[config.mk]
export PLATFORM = sky130hd
export DESIGN_NAME = scalar_wb_arbiter
export DESIGN_NICKNAME = d
export VERILOG_FILES = /design/src/rtl/scalar_wb_arbiter.sv
export SDC_FILE = /design/constraint.sdc
export NUM_CORES = 1
export LEC_CHECK = 0
export BUFFER_PORTS_ARGS = -buffer_cell sky130_fd_sc_hd__buf_2
export CORE_UTILIZATION = 48
export DETAILED_ROUTE_END_ITERATION = 6
export PLACE_DENSITY = 0.87
export SLEW_MARGIN = 20
export SYNTH_ARGS = -nofsm -noshare
export SYNTH_HDL_FRONTEND = slang
export SYNTH_SLANG_ARGS = --single-unit
[constraint.sdc]
create_clock -name clk_i -period 5.3 [get_ports clk_i]
set_clock_uncertainty 0.05 [all_clocks]
set_input_delay 0 -clock clk_i [delete_from_list [all_inputs] [get_ports clk_i]]
set_output_delay 0 -clock clk_i [all_outputs]
set_load 0.005 [all_outputs]
[src/rtl/scalar_wb_arbiter.sv]
// scalar_wb_arbiter
//   Round-robin arbiter that shares the single scalar writeback port among the
//   scalar functional units (0=ALU, 1=LD_ST, 2=BRANCH link). It grants one
//   valid/ready handshake per cycle and registers the winning result onto the
//   writeback bus one cycle later. It also drives the scoreboard done strobes
//   and counts, with saturation, the cycles in which requesters contend.
//
// Ports
//   clk_i            clock, all state changes on the rising edge
//   rst_ni           asynchronous active-low reset
//   req_valid_i      per-requester result pending
//   req_rd_i         per-requester destination register, slice i = [i*REG_W +: REG_W]
//   req_wdata_i      per-requester result data, slice i = [i*WORD_W +: WORD_W]
//   req_is_load_i    per-requester "result comes from a scalar load"
//   req_ready_o      one-hot (or zero) combinational grant
//   wb_s_rw_en_o     regfile write enable (suppressed for x0)
//   wb_s_rw_o        regfile write index
//   wb_s_wdata_o     regfile write data
//   wb_load_done_o   scoreboard strobe: load result written back
//   wb_alu_done_o    scoreboard strobe: non-load result written back
//   wb_src_o         index of the requester that produced the current beat
//   conflict_cnt_o   saturating count of cycles with two or more requesters valid

module scalar_wb_arbiter #(
  parameter int N_REQ  = 3,
  parameter int WORD_W = 32,
  parameter int REG_W  = 5,
  parameter int CNT_W  = 16
) (
  input  logic                    clk_i,
  input  logic                    rst_ni,
  input  logic [N_REQ-1:0]        req_valid_i,
  input  logic [N_REQ*REG_W-1:0]  req_rd_i,
  input  logic [N_REQ*WORD_W-1:0] req_wdata_i,
  input  logic [N_REQ-1:0]        req_is_load_i,
  output logic [N_REQ-1:0]        req_ready_o,
  output logic                    wb_s_rw_en_o,
  output logic [REG_W-1:0]        wb_s_rw_o,
  output logic [WORD_W-1:0]       wb_s_wdata_o,
  output logic                    wb_load_done_o,
  output logic                    wb_alu_done_o,
  output logic [1:0]              wb_src_o,
  output logic [CNT_W-1:0]        conflict_cnt_o
);

  localparam int PTR_W = (N_REQ > 1) ? $clog2(N_REQ) : 1;

  logic [PTR_W-1:0]  ptr_q, ptr_d;
  logic              rw_en_q, rw_en_d;
  logic [REG_W-1:0]  rw_q, rw_d;
  logic [WORD_W-1:0] wdata_q, wdata_d;
  logic              load_done_q, load_done_d;
  logic              alu_done_q, alu_done_d;
  logic [1:0]        src_q, src_d;
  logic [CNT_W-1:0]  cnt_q, cnt_d;

  logic [N_REQ-1:0]  grant;
  logic [PTR_W-1:0]  win_idx;
  logic [PTR_W-1:0]  idx;
  logic              found;

  // Search starts at the pointer and wraps; the first valid requester wins.
  // Because the grant only ever goes to a valid requester, "found" is also
  // the transfer indication.
  always_comb begin
    grant   = '0;
    win_idx = '0;
    idx     = '0;
    found   = 1'b0;
    for (int k = 0; k < N_REQ; k++) begin
      idx = PTR_W'((int'(ptr_q) + k) % N_REQ);
      if (!found && req_valid_i[idx]) begin
        grant[idx] = 1'b1;
        win_idx    = idx;
        found      = 1'b1;
      end
    end
  end

  assign req_ready_o = grant;

  always_comb begin
    ptr_d       = ptr_q;
    rw_en_d     = 1'b0;
    rw_d        = rw_q;
    wdata_d     = wdata_q;
    load_done_d = 1'b0;
    alu_done_d  = 1'b0;
    src_d       = src_q;
    cnt_d       = cnt_q;

    if (found) begin
      ptr_d       = (win_idx == PTR_W'(N_REQ - 1)) ? '0 : win_idx + 1'b1;
      rw_d        = req_rd_i[int'(win_idx)*REG_W +: REG_W];
      wdata_d     = req_wdata_i[int'(win_idx)*WORD_W +: WORD_W];
      // x0 writes are dropped, but the done strobe still fires so the
      // scoreboard entry for the instruction is released.
      rw_en_d     = (rw_d != '0);
      load_done_d = req_is_load_i[win_idx];
      alu_done_d  = ~req_is_load_i[win_idx];
      src_d       = 2'(win_idx);
    end

    if (($countones(req_valid_i) >= 2) && (cnt_q != '1)) begin
      cnt_d = cnt_q + 1'b1;
    end
  end

  always_ff @(posedge clk_i or negedge rst_ni) begin
    if (!rst_ni) begin
      ptr_q       <= '0;
      rw_en_q     <= 1'b0;
      rw_q        <= '0;
      wdata_q     <= '0;
      load_done_q <= 1'b0;
      alu_done_q  <= 1'b0;
      src_q       <= '0;
      cnt_q       <= '0;
    end else begin
      ptr_q       <= ptr_d;
      rw_en_q     <= rw_en_d;
      rw_q        <= rw_d;
      wdata_q     <= wdata_d;
      load_done_q <= load_done_d;
      alu_done_q  <= alu_done_d;
      src_q       <= src_d;
      cnt_q       <= cnt_d;
    end
  end

  assign wb_s_rw_en_o   = rw_en_q;
  assign wb_s_rw_o      = rw_q;
  assign wb_s_wdata_o   = wdata_q;
  assign wb_load_done_o = load_done_q;
  assign wb_alu_done_o  = alu_done_q;
  assign wb_src_o       = src_q;
  assign conflict_cnt_o = cnt_q;

endmodule
==> key figures, run 1 <==
STA
  – Final setup vio count: 0
  – Max transition margin: 35.6%
  – Setup TNS: 0 ns
  – Minimum clock period: 3.77 ns
  – RSZ-0062 raised after global routing: false
  – Fin. max-slew vios: 0
  – Worst Tran Pin Value: 0.966 ns
  – Highest clock rate: 0.265 GHz
  – Tcrit/Tclk final: 71.1%
  – Min Hold Slack: 0.0680 ns
  – Final hold vios: 0

Global route
  – Total grt overflow: 0
  – Vias in the first global route: 3612
  – Largest net degree at the start of global routing: 48
  – Initial antenna violation count: 0
  – First-pass GRT wire length: 16.5 mm
  – GRT Total Usage: 33.2%

Final layout
  – Commonest non-fill, non-tap cell in the layout: buf_2
  – Non-Filler Instances: 643
  – Final Util: 78.4%
  – Antenna Cells: 0
  – Most frequent cells in the layout: buf_2, dlygate4sd3_1, dfrtp_1
  – # nets final: 686
  – Share of post-route cells with drive strength above 1: 35.9%
  – Layout Area Growth over Synthesis: 58.4%

Route
  – Final WL: 11.5 mm
  – Via count: 3706
  – Drc violations: 0
  – Antenna Nets Post-Route: 0
  – Avg WL per Cell: 17.8 um
  – DR iter-0 viols: 195
  – DRT Pass-1 Iters: 6
  – Via-to-Cell Ratio: 5.76

Die
  – Rows: 29
  – Initial Util: 49.5%
  – Die area: 6840 um^2
  – IO Pins: 180
  – Die Span X: 82.7 um
  – Core Area: 6310 um^2
  – Die H: 82.7 um

Clock tree
  – # H-tree levels: 3
  – CTS Buf Count: 9
  – Post_cts resized: 0
  – CTS clock-pin slew for the worst setup and hold paths: 0.07 ns
  – Setup Fix Bufs, Post-CTS: 0
  – Clock buffer depth: 2
  – CTS Hold Bufs: 73
  – Clock root buffer: clkbuf_8
  – CTS tree: done
  – Clock sinks: 60
  – Clock Latency Late Sink: 0.33 ns

Power and ir drop
  – Peak VDD IR: 0.341 mV
  – Power Total: 2.93 mW
  – Power density over the cells: 591 nW/um^2
  – Leakage: 2.46 nW

Placement
  – Placed cells: 553
  – Placer congestion estimate: 0.779
  – Final HPWL DP: 6.23 mm
  – Port bufs: 179

Logic synthesis
  – Netlist cell types: 42
  – Sequential fraction of the synthesis area: 48.0%
  – Gate Count Post-Synth: 316
  – Mapped Nets: 441
  – Post-synth EDFFs: 0
  – Asr flop ratio synth: 100%
  – Synthesized flop and latch total: 60
  – Yosys warning count: 0
  – Prevailing post-synth register cell: dfrtp_1
  – Post-Syn Area: 3130 um^2
  – Avg Cell Area, Syn: 9.89 um^2

Outcome
  – Status: finished clean

Setup path
  – Worst path required time: 5.52 ns
  – Crit path cell chain: inv_1, ha_1, nor2b_1, and3b_1, o31a_2, nor2_4, a22oi_1, o21ai_0, dlygate4sd3_1
  – CP startpoint kind: flip-flop
  – CP Data Arrival Time: 3.99 ns
  – CP Capture Type: flip-flop
  – Slowest stage delay, CP: 0.83 ns
  – Slowest cell on crit path: nor2_4
  – Crit Path Class: reg -> reg
  – Critical-path maximum fanout: 44

Flow run
  – Max_cap viols: 0

Hold path
  – HP Class: in -> reg
## cells by family after synthesis
group / share of synthesized area, %
AOI/OAI and AO/OA: 25.8
xor gates and xnor gates: 4.20
muxes: 1.64
adders and majority gates: 2.40
buffers and inverters: 4.88
DFF: 48.0
and+or+nand+nor: 13.0
## final timing paths
kind	end	from	slack, ns	cells past startpoint
worst max-delay path	wb_s_wdata_o[15]	ptr_q[0]	1.53	9
worst min-delay path	wb_s_rw_o[3]	req_rd_i[13]	0.07	4
worst max register to register	wb_s_wdata_o[15]	ptr_q[0]	1.53	9
worst min register to register	wb_src_o[0]	wb_src_o[0]	0.43	1
max in group asynchronous	conflict_cnt_o[0]	rst_ni	4.15	3
min in group asynchronous	wb_s_wdata_o[13]	rst_ni	0.15	2
## power breakdown
part           switching [mW]  internal [mW]
combinational           0.850          0.854
sequential              0.139          0.669
clock                   0.185          0.230
## per-stage QoR
stage               setup WS, ns  instance area (um^2)
finish                      1.53                  4950
floorplan                   3.19                  3130
detailed placement          2.14                  4010
CTS                         1.67                  4930
global route                1.34                  4950
global placement            2.27                  4010
## routing by layer
layer  track usage, %  up-vias  part of all wire (%)
met5                0        -                     0
met4             18.1        0                   3.5
met3             8.02       50                   8.0
met2             59.6      234                    53
met1             35.7     1767                    35
li1                 -     1655                     -
## flip-flops by register name, indices dropped and copies added (netlist names)
name	flops
wb_src_o	2
wb_s_rw_en_o	1
ptr_q	2
wb_alu_done_o	1
wb_s_wdata_o	32
wb_load_done_o	1
wb_s_rw_o	5
conflict_cnt_o	16
## synth_stat cells, types with 2 or more instances
master / n / area share (%)
dfrtp_1: 60 / 48
nand2b_1: 3 / 0.60
a21o_1: 3 / 0.72
xor2_1: 4 / 1.1
and4_1: 2 / 0.56
buf_2: 11 / 1.8
a22o_1: 3 / 0.84
nor2_1: 29 / 3.5
buf_6: 4 / 1.4
clkbuf_1: 4 / 0.48
mux2i_1: 4 / 1.3
nor2b_1: 2 / 0.40
nand2_1: 30 / 3.6
and2_1: 2 / 0.40
and3_1: 2 / 0.40
a31oi_1: 20 / 4.0
inv_1: 4 / 0.48
o21ai_1: 7 / 1.1
a21oi_1: 9 / 1.4
a22oi_1: 49 / 12
xnor2_1: 11 / 3.1
ha_1: 6 / 2.4
nand3_1: 6 / 0.96
o21ai_0: 17 / 2.7
buf_4: 3 / 0.72
nand4_1: 3 / 0.60
and3b_1: 3 / 0.84
## cell type report
type / instances / area (um^2)
Tap cell: 77 / 96.3
Inverter: 4 / 15.0
Clock buffer: 12 / 145
Multi-Input combinational cell: 230 / 1480
Fill cell: 400 / 1360
Timing Repair Buffer: 256 / 1660
Sequential cell: 60 / 1500
Clock inverter: 4 / 48.8
## worst max-delay path: cells and delay by family (launching register included)
family          cells  cell delay [ns]
compound gates      3             1.12
flops               1             0.38
buf+inv             2             0.66
fa+ha+maj           1             0.39
simple gates        3             1.10
Power figures use the tool's default switching activity.
==> inputs of run 2 (changes only) <==
--- a/config.mk
+++ b/config.mk
@@ -5,10 +5,11 @@
 export SDC_FILE = /design/constraint.sdc
 export NUM_CORES = 1
 export LEC_CHECK = 0
+export ABC_AREA = 1
 export BUFFER_PORTS_ARGS = -buffer_cell sky130_fd_sc_hd__buf_2
-export CORE_UTILIZATION = 48
+export CORE_UTILIZATION = 40
 export DETAILED_ROUTE_END_ITERATION = 6
-export PLACE_DENSITY = 0.87
+export PLACE_DENSITY = 0.76
 export SLEW_MARGIN = 20
 export SYNTH_ARGS = -nofsm -noshare
 export SYNTH_HDL_FRONTEND = slang
==> constraint.sdc (replaced) <==
create_clock -name clk_i -period 3.3 [get_ports clk_i]
set_clock_uncertainty 0.05 [all_clocks]
set_input_delay 0 -clock clk_i [delete_from_list [all_inputs] [get_ports clk_i]]
set_output_delay 0 -clock clk_i [all_outputs]
set_load 0.005 [all_outputs]
==> key figures, run 2 <==
Outcome
  – Status: finished clean

Placement
  – Port bufs: 179
  – Final HPWL DP: 7.16 mm
  – Area of placed instances: 4210 um^2
  – Placer congestion estimate: 0.892

Logic synthesis
  – Post-Syn Area: 3230 um^2
  – Sequential fraction of the synthesis area: 46.5%
  – Mapped Nets: 504
  – Gate Count Post-Synth: 379
  – Netlist cell types: 37
  – Most frequent cells after synthesis: nand2_1, dfrtp_1, a21oi_1, nor2_1, a22oi_1
  – Area fraction of the dominant cell type after synthesis: 46.5%
  – Synthesized flop and latch total: 60
  – Prevailing post-synth register cell: dfrtp_1
  – Most frequent cell after synthesis: nand2_1
  – Largest area contributor in the netlist: dfrtp_1
  – Yosys warning count: 0
  – Avg Cell Area, Syn: 8.52 um^2
  – Post-synth EDFFs: 0
  – Asr flop ratio synth: 100%
  – Area contributors post-synth: dfrtp_1, nand2_1, a22oi_1

Final layout
  – Commonest non-fill, non-tap cell in the layout: buf_2
  – Register Area: 1500 um^2
  – # nets final: 768
  – Antenna Cells: 0
  – Most frequent cells in the layout: buf_2, dlygate4sd3_1, nand2_1
  – Final Util: 67.7%
  – Max reg flops: 32
  – Share of post-route cells with drive strength above 1: 34.6%
  – Final instance area: 5260 um^2
  – Layout Area Growth over Synthesis: 62.7%
  – Filler instances: 632
  – Area of the multi-input gates: 1560 um^2

STA
  – Max transition margin: 52.0%
  – RSZ-0062 raised after global routing: false
  – Final hold vios: 0
  – Minimum clock period: 3.08 ns
  – Highest clock rate: 0.325 GHz
  – Min Hold Slack: 0.0344 ns
  – Fin. max-slew vios: 0
  – Final setup vio count: 0
  – Worst Tran Pin Value: 0.720 ns
  – Tcrit/Tclk final: 93.2%
  – Setup TNS: 0 ns

Power and ir drop
  – Peak VDD IR: 0.594 mV
  – Power density over the cells: 1230 nW/um^2
  – Leakage: 2.68 nW
  – Power Total: 6.47 mW

Clock tree
  – Clock Latency Late Sink: 0.33 ns
  – CTS Buf Count: 9
  – CTS clock-pin slew for the worst setup and hold paths: 0.08 ns
  – # H-tree levels: 3
  – Clock buffer depth: 2
  – CTS tree: done
  – Clock sinks: 60
  – Clock root buffer: clkbuf_8

Flow run
  – Max_cap viols: 0

Setup path
  – Worst path required time: 3.52 ns
  – CP Capture Type: flip-flop
  – Crit Path Class: reg -> reg
  – Slowest cell on crit path: dlygate4sd3_1
  – Crit path cell chain: inv_1, ha_1, inv_2, o21ai_0, o22ai_1, nand4_2, nand2_4, buf_8, nand2_1, a31oi_1, dlygate4sd3_1
  – CP Data Arrival Time: 3.29 ns
  – Slowest stage delay, CP: 0.59 ns
  – WP buf/inv: 4
  – Critical-path maximum fanout: 33
  – CP startpoint kind: flip-flop
  – Worst path top cell family by delay: buffers and inverters

Global route
  – Total grt overflow: 0
  – First-pass GRT wire length: 18.4 mm
  – Initial antenna violation count: 0
  – Largest net degree at the start of global routing: 34
  – GRT Total Usage: 28.1%
  – Vias in the first global route: 3894

Die
  – Die area: 8440 um^2
  – Rows: 32
  – Die H: 91.9 um
  – Core Area: 7770 um^2
  – Die Span X: 91.9 um
  – IO Pins: 180
  – Initial Util: 41.6%

Route
  – Via count: 3874
  – Antenna Nets Post-Route: 0
  – DRT Pass-1 Iters: 4
  – Via-to-Cell Ratio: 5.17
  – Final WL: 11.7 mm
  – Drc violations: 0
  – Avg WL per Cell: 15.6 um
  – DR iter-0 viols: 189

Hold path
  – HP Class: in -> reg
[run 2: logic make-up (layout without fill, tap and decap cells)]
group / count (synthesis) / after routing / share of synthesized area (%)
buffers and inverters: 43 / 311 / 5.73
and+or+nand+nor: 156 / 157 / 22.2
xor gates and xnor gates: 15 / 15 / 4.07
AOI/OAI and AO/OA: 99 / 99 / 19.1
DFF: 60 / 60 / 46.5
adders and majority gates: 6 / 6 / 2.32
[run 2: path summary, 6_finish.rpt]
| check | from | end | slack [ns] | depth (start not counted) |
|---|---|---|---|---|
| min | req_rd_i[8] | wb_s_rw_o[3] | 0.03 | 5 |
| max reg2reg | ptr_q[0] | wb_s_wdata_o[26] | 0.22 | 11 |
| min reg2reg | wb_src_o[0] | wb_src_o[0] | 0.42 | 2 |
| min in group asynchronous | rst_ni | wb_s_wdata_o[28] | 0.19 | 2 |
| max in group asynchronous | rst_ni | wb_s_wdata_o[21] | 2.13 | 3 |
| max | ptr_q[0] | wb_s_wdata_o[26] | 0.22 | 11 |
[run 2: final cells by class]
type	instances	area share, %
multi-input combinational	277	29.7
clock inverter	6	0.929
timing repair buffer	268	33.8
sequential	60	28.6
inverter	27	1.93
tap	102	2.43
clock buffer	10	2.62
[run 2: per-stage QoR]
step,instances,worst slack (ns)
2_1_floorplan,379,1.10
3_3_place_gp,650,0.698
3_5_place_dp,650,0.585
4_1_cts,746,0.0284
5_1_grt,750,0.0258
6_report,750,0.225
[run 2: power by group]
part / internal, mW / switching, mW / total [mW] / leakage (nW)
combinational: 2.16 / 2.38 / 4.54 / 1.88
sequential: 1.11 / 0.200 / 1.31 / 0.718
clock: 0.298 / 0.322 / 0.619 / 0.0851
total: 3.57 / 2.91 / 6.47 / 2.68
[run 2: repair_timing]
action | 4_1_cts | 5_1_grt
setup endpoints to repair | 0 | 20
hold buffers | 80 | 0
buffers inserted | 0 | 3
resized for setup | 0 | 4
hold endpoints to repair | 64 | 0
[run 2: worst register-to-register path: cells and delay by family (launching register included)]
family          cells  cell delay [ns]
buf+inv             4             1.05
compound gates      3             0.59
simple gates        3             0.53
flops               1             0.40
fa+ha+maj           1             0.37
[run 2: per-layer routing]
layer	track usage [%]	up-vias	part of all wire, %	routed length [um]
met5	0	-	0	0
met3	5.89	50	5.4	629
met2	48.6	189	50	5900
met4	15.6	0	4.1	482
li1	-	1826	-	-
met1	32.3	1809	40	4720
